File: src/rtl/main_control_fsm.sv
// Multicycle MIPS main control: Moore FSM that sequences fetch, decode, memory,
// ALU, branch and jump steps. Define MC_ADDI_EN to add the addi execute/writeback path.
module main_control_fsm (
    input  logic       clk,
    input  logic       rst,
    input  logic [5:0] op,
    input  logic       mem_ready,
    output logic       iord,
    output logic       irwrite,
    output logic       memwrite,
    output logic       memtoreg,
    output logic       regdst,
    output logic       regwrite,
    output logic       alusrca,
    output logic       branch,
    output logic       pcwrite,
    output logic [1:0] alusrcb,
    output logic [1:0] aluop,
    output logic [1:0] pcsrc,
    output logic       instr_done,
    output logic       illegal_op,
    output logic [3:0] state
);

    typedef enum logic [3:0] {
        FETCH    = 4'd0,
        DECODE   = 4'd1,
        MEMADR   = 4'd2,
        MEMRD    = 4'd3,
        MEMWB    = 4'd4,
        MEMWR    = 4'd5,
        EXECUTE  = 4'd6,
        ALUWB    = 4'd7,
        BRANCH   = 4'd8,
        JUMP     = 4'd9
`ifdef MC_ADDI_EN
        ,
        ADDIEXEC = 4'd10,
        ADDIWB   = 4'd11
`endif
    } state_t;

    localparam logic [5:0] OP_RTYPE = 6'b000000;
    localparam logic [5:0] OP_LW    = 6'b100011;
    localparam logic [5:0] OP_SW    = 6'b101011;
    localparam logic [5:0] OP_BEQ   = 6'b000100;
    localparam logic [5:0] OP_J     = 6'b000010;
    localparam logic [5:0] OP_ADDI  = 6'b001000;

    state_t state_q;
    state_t next_state;

    always_ff @(posedge clk) begin
        if (rst) state_q <= FETCH;
        else     state_q <= next_state;
    end

    assign state = state_q;

    // mem_ready handshake: a memory state keeps presenting its request every
    // cycle and leaves only in the cycle where mem_ready=1 (access completes).
    always_comb begin
        next_state = state_q;
        iord       = 1'b0;
        irwrite    = 1'b0;
        memwrite   = 1'b0;
        memtoreg   = 1'b0;
        regdst     = 1'b0;
        regwrite   = 1'b0;
        alusrca    = 1'b0;
        branch     = 1'b0;
        pcwrite    = 1'b0;
        alusrcb    = 2'b00;
        aluop      = 2'b00;
        pcsrc      = 2'b00;
        instr_done = 1'b0;
        illegal_op = 1'b0;
        case (state_q)
            FETCH: begin
                alusrcb = 2'b01;
                if (mem_ready) begin
                    irwrite    = 1'b1;
                    pcwrite    = 1'b1;
                    next_state = DECODE;
                end
            end
            DECODE: begin
                alusrcb = 2'b11;
                case (op)
                    OP_LW, OP_SW: next_state = MEMADR;
                    OP_RTYPE:     next_state = EXECUTE;
                    OP_BEQ:       next_state = BRANCH;
                    OP_J:         next_state = JUMP;
`ifdef MC_ADDI_EN
                    OP_ADDI:      next_state = ADDIEXEC;
`endif
                    default: begin
                        illegal_op = 1'b1;
                        instr_done = 1'b1;
                        next_state = FETCH;
                    end
                endcase
            end
            MEMADR: begin
                alusrca    = 1'b1;
                alusrcb    = 2'b10;
                next_state = (op == OP_LW) ? MEMRD : MEMWR;
            end
            MEMRD: begin
                iord = 1'b1;
                if (mem_ready) next_state = MEMWB;
            end
            MEMWB: begin
                memtoreg   = 1'b1;
                regwrite   = 1'b1;
                instr_done = 1'b1;
                next_state = FETCH;
            end
            MEMWR: begin
                iord     = 1'b1;
                memwrite = 1'b1;
                if (mem_ready) begin
                    instr_done = 1'b1;
                    next_state = FETCH;
                end
            end
            EXECUTE: begin
                alusrca    = 1'b1;
                aluop      = 2'b10;
                next_state = ALUWB;
            end
            ALUWB: begin
                regdst     = 1'b1;
                regwrite   = 1'b1;
                instr_done = 1'b1;
                next_state = FETCH;
            end
            BRANCH: begin
                alusrca    = 1'b1;
                aluop      = 2'b01;
                pcsrc      = 2'b01;
                branch     = 1'b1;
                instr_done = 1'b1;
                next_state = FETCH;
            end
            JUMP: begin
                pcsrc      = 2'b10;
                pcwrite    = 1'b1;
                instr_done = 1'b1;
                next_state = FETCH;
            end
`ifdef MC_ADDI_EN
            ADDIEXEC: begin
                alusrca    = 1'b1;
                alusrcb    = 2'b10;
                next_state = ADDIWB;
            end
            ADDIWB: begin
                regwrite   = 1'b1;
                instr_done = 1'b1;
                next_state = FETCH;
            end
`endif
            default: next_state = FETCH;
        endcase
        // Reset must silence every side effect immediately, even mid-wait.
        if (rst) begin
            irwrite    = 1'b0;
            memwrite   = 1'b0;
            regwrite   = 1'b0;
            pcwrite    = 1'b0;
            branch     = 1'b0;
            instr_done = 1'b0;
            illegal_op = 1'b0;
        end
    end

endmodule
File: config.mk
export PLATFORM = sky130hd
export DESIGN_NAME = main_control_fsm
export DESIGN_NICKNAME = d
export VERILOG_FILES = /design/src/rtl/main_control_fsm.sv
export SDC_FILE = /design/constraint.sdc
export NUM_CORES = 1
export LEC_CHECK = 0
export CORE_AREA = 2 2 39 41
export CTS_BUF_LIST = sky130_fd_sc_hd__clkbuf_4 sky130_fd_sc_hd__clkbuf_8
export DETAILED_ROUTE_END_ITERATION = 8
export DIE_AREA = 0 0 41 43
export GPL_TIMING_DRIVEN = 0
export MAX_ROUTING_LAYER = met4
export PLACE_DENSITY = 0.82
export SYNTH_ARGS = -nofsm -noshare
export SYNTH_HDL_FRONTEND = slang
export SYNTH_SLANG_ARGS = --single-unit
File: constraint.sdc
create_clock -name clk -period 1.5 [get_ports clk]
set_input_delay 0.3 -clock clk [delete_from_list [all_inputs] [get_ports clk]]
set_output_delay 0.3 -clock clk [all_outputs]
set_load 0.1 [all_outputs]
==> impl_metrics.json, run 1 <==
{
  "run_status": "did not finish",
  "haltStage": "global routing (5_1_grt)",
  "error": "[ERROR DPL-0038] Utilization greater than 100%, impossible to legalize",
  "yosys.area_share.xor_xnor": 0.0371,
  "synth.mux.area_fraction": 0,
  "synth-main-ff-cell": "dfxtp_1",
  "postSynthCellCount": 72,
  "die_x_um": 41,
  "synth-edff-count": 0,
  "synth_most_common_cell": "nor2_1",
  "ys_seq_area_frac": 0.170,
  "ys_top_cells_by_area": "dfxtp_1, nor2_1, nor3_1, nand2b_1, a21oi_1",
  "synth_compound_area_frac": 0.241,
  "dp.cells": 117,
  "syn_avg_cell_area_um2": 6.55,
  "yosys.area_share.adder": 0,
  "syn_nets": 81,
  "grt_worst_setup_endpoint": "instr_done",
  "ios": 30,
  "hold_buffers": 0,
  "synth_cell_types": 31,
  "cts.path.max_buffers": 2,
  "hpwl_um": 1310,
  "die_h_um": 43,
  "syn-cell-area_um2": 472,
  "postPlaceCellArea_um2": 1000,
  "synth_top_cell_by_area": "dfxtp_1",
  "grt_max_degree": 11,
  "portBuffers": 29,
  "worst_endpoint_kind": "primary output",
  "cts_buffers": 3,
  "ys_seq_elements": 4,
  "gp_congestion": 0.832,
  "yosys.area_share.simple": 0.488,
  "htreeDepth": 1,
  "synth_top_area_share": 0.170,
  "ys.warnings.count": 0,
  "cts-root-buf": "clkbuf_4",
  "post-place-ws_ps": -1550,
  "cts.sinks": 4,
  "yosys-top-cells-count": "nor2_1, nor3_1, nand2_1",
  "num_rows": 14,
  "start_util": 0.341,
  "synth_top_family_by_area": "simple AND/OR/NAND/NOR gates",
  "async_reset_ff_frac": 0
}
## cells by family after synthesis
| family | after synthesis |
|---|---|
| buffers and inverters | 7 |
| and+or+nand+nor | 43 |
| xor gates and xnor gates | 2 |
| AOI/OAI and AO/OA | 16 |
| DFF | 4 |
## stage by stage
step,setup TNS (ps),util
CTS,-2650,0.928
floorplan,-8900,-
detailed placement,-19910,0.723
global placement,-19680,0.723
## timing repair
| item | CTS |
|---|---|
| gates cloned | 0 |
| endpoints found under the setup margin | 25 |
| setup buffers | 4 |
| pin swaps | 8 |
| resized for setup | 192 |
==> run 2: changes to the inputs <==
==> config.mk (replaced) <==
export PLATFORM = sky130hd
export DESIGN_NAME = main_control_fsm
export DESIGN_NICKNAME = d
export VERILOG_FILES = /design/src/rtl/main_control_fsm.sv
export SDC_FILE = /design/constraint.sdc
export NUM_CORES = 1
export LEC_CHECK = 0
export CORE_AREA = 2 2 63 65
export DETAILED_ROUTE_END_ITERATION = 8
export DIE_AREA = 0 0 65 67
export GPL_TIMING_DRIVEN = 0
export PLACE_DENSITY_LB_ADDON = 0.15
export SYNTH_ARGS = -nofsm -noshare
export SYNTH_HDL_FRONTEND = slang
export SYNTH_SLANG_ARGS = --single-unit
==> impl_metrics.json, run 2 <==
{
  "run_status": "finished with violations",
  "violations": "setup timing",
  "yosys.area_share.adder": 0,
  "dr.first_iter.drc_count": 7,
  "ys.warnings.count": 0,
  "grt_max_degree": 11,
  "cts_tree": "built",
  "syn_nets": 81,
  "hold_viol": 0,
  "synthToLayoutAreaGrowth_pct": 223,
  "synth-main-ff-cell": "dfxtp_1",
  "required_ps": 1200,
  "async_reset_ff_frac": 0,
  "synth_top_area_share": 0.170,
  "relSlewSlack": 0.638,
  "hold_depth": 3,
  "wl_per_cell_um": 12.8,
  "syn-cell-area_um2": 472,
  "period_share": 1.17,
  "grt_usage": 0.108,
  "critPathCaptureType": "primary output",
  "firstDrtPassIters": 2,
  "p_int_uw": 394,
  "rsz0062_at_grt": "true",
  "num_rows": 22,
  "p_sw_uw": 245,
  "drive_gt1_frac": 0.715,
  "period_minus_slack_ps": 1750,
  "power_density_nw_per_um2": 419,
  "worstHoldStart": "mem_ready",
  "ys_seq_elements": 4,
  "start_kind": "flop",
  "grt_first_pass_wirelength_um": 3550,
  "criticalPathCategory": "reg2out",
  "power_frac_clock": 0.342,
  "worstReg2RegEnd": "state[0]",
  "hold_buffers": 0,
  "ys_seq_area_frac": 0.170,
  "portBuffers": 29,
  "reg2reg_from": "state[0]",
  "slew_violations": 0,
  "yosys-top-cells-count": "nor2_1, nor3_1, nand2_1",
  "largest_reg_flops": 4,
  "final_cell_mix": "buf_12, buf_4, nor3_4, nor2_4",
  "yosys.area_share.xor_xnor": 0.0371,
  "clkLatencyLatePin_ps": 210,
  "routed_wl_um": 2180,
  "antenna_left": 0,
  "hold_slack_ps": 493,
  "cts.sinks": 4,
  "cts_buffers": 3,
  "antenna_found_initial": 0,
  "n_antenna_cell": 0,
  "hold_class": "in2reg",
  "htreeDepth": 1,
  "gp_congestion": 0.745,
  "clkTransAtPathRegs_ps": 30,
  "start_util": 0.131,
  "postPlaceCellArea_um2": 1040,
  "synth_top_cell_by_area": "dfxtp_1",
  "pwr-share-comb": 0.480,
  "nets": 134,
  "postSynthCellCount": 72,
  "p_leak_uw": 0.000598,
  "yosys.area_share.simple": 0.488,
  "grt_pass1_vias": 773,
  "crit_arrival_ps": 1450,
  "fp.coreArea_um2": 3610,
  "synth_cell_types": 31,
  "hpwl_um": 1560,
  "synth_top_family_by_area": "simple AND/OR/NAND/NOR gates",
  "reg2reg_depth": 5,
  "irDropWorstVdd_mv": 0.394,
  "worst_slack_ps": -248,
  "worst-slew-pin-transition_ps": 545,
  "final_common_cell": "buf_12",
  "fin_worst_skew_ps": 1.16,
  "die_h_um": 67,
  "min_to": "state[2]",
  "synth_compound_area_frac": 0.241,
  "ys_top_cells_by_area": "dfxtp_1, nor2_1, nor3_1, nand2b_1, a21oi_1",
  "die_x_um": 65,
  "maxCapViolations": 0,
  "fmax_ghz": 0.572,
  "ios": 30,
  "setup_viol": 16,
  "cts.path.max_buffers": 2,
  "nFillCells": 369,
  "syn_avg_cell_area_um2": 6.55,
  "synth-edff-count": 0,
  "cts-root-buf": "clkbuf_8",
  "post-place-ws_ps": -1650,
  "final_area_um2": 1530,
  "vias": 753,
  "critPathMaxFanout": 7,
  "seqPwrFrac": 0.178,
  "drc": 0,
  "power_uw": 638,
  "synth_most_common_cell": "nor2_1",
  "grt-ovfl-total": 0,
  "fp.dieArea_um2": 4360,
  "viasPerCell": 4.40,
  "swShare": 0.383,
  "r2r_slack_ps": 60,
  "synth.mux.area_fraction": 0,
  "setup_tns_ps": -2710
}
## run 2: cell counts after synthesis
No cell type changed its count.
## run 2: critical path, stage by stage, from the launching register on
cell and delay (ps):
dfxtp_4 340, buf_12 130, nor2_4 210, and3_4 250
a21o_4 130, buf_12 160
## run 2: power by group through the flow
stage,logic [uW],registers [uW],clock network (uW)
after floorplan,150,130,0
after global placement,237,113,0
after detailed placement,239,113,0
after CTS,293,113,224
after global routing,323,115,239
final,307,114,218
## run 2: metrics by stage
step | std cells | utilization
finish | 171 | 0.423
global route | 171 | 0.423
CTS | 163 | 0.379
detailed placement | 149 | 0.289
global placement | 149 | 0.289
floorplan | 72 | -
## run 2: cells by family after synthesis
group	Yosys count
flip-flops	4
AO/OA/AOI/OAI	16
buffers and inverters	7
XOR/XNOR	2
AND/OR/NAND/NOR	43
## run 2: repair_timing
item	CTS	global route
pin swaps	10	8
setup buffers	11	8
cloned	0	0
resized for setup	185	26
setup endpoints to repair	25	19
## run 2: per-layer routing
layer / part of all wire / GRT usage / routed length (um)
met2: 0.56 / 0.207 / 1220
met1: 0.39 / 0.117 / 848
met5: 0 / 0 / 0
met4: 0.016 / 0.0399 / 34
met3: 0.036 / 0.0186 / 79
## run 2: final cells by class
cell class | instances | area, um^2 | area share
Multi-Input combinational cell | 61 | 614 | 0.403
Sequential cell | 4 | 95.1 | 0.0623
Clock buffer | 3 | 41.3 | 0.0271
Buffer | 4 | 73.8 | 0.0484
Tap cell | 48 | 60.1 | 0.0394
Inverter | 3 | 16.3 | 0.0107
Timing Repair Buffer | 48 | 624 | 0.409
## run 2: worst max-delay path by stage
| stage | from | depth (start not counted) | end |
|---|---|---|---|
| 2_1_floorplan | state[1] | 5 | pcwrite |
| 5_1_grt | state[1] | 6 | irwrite |
| 3_3_place_gp | rst | 5 | instr_done |
| 3_5_place_dp | rst | 5 | instr_done |
| 6_report | state[1] | 5 | pcwrite |
| 4_1_cts | state[2] | 6 | pcwrite |
Power figures use the tool's default switching activity.
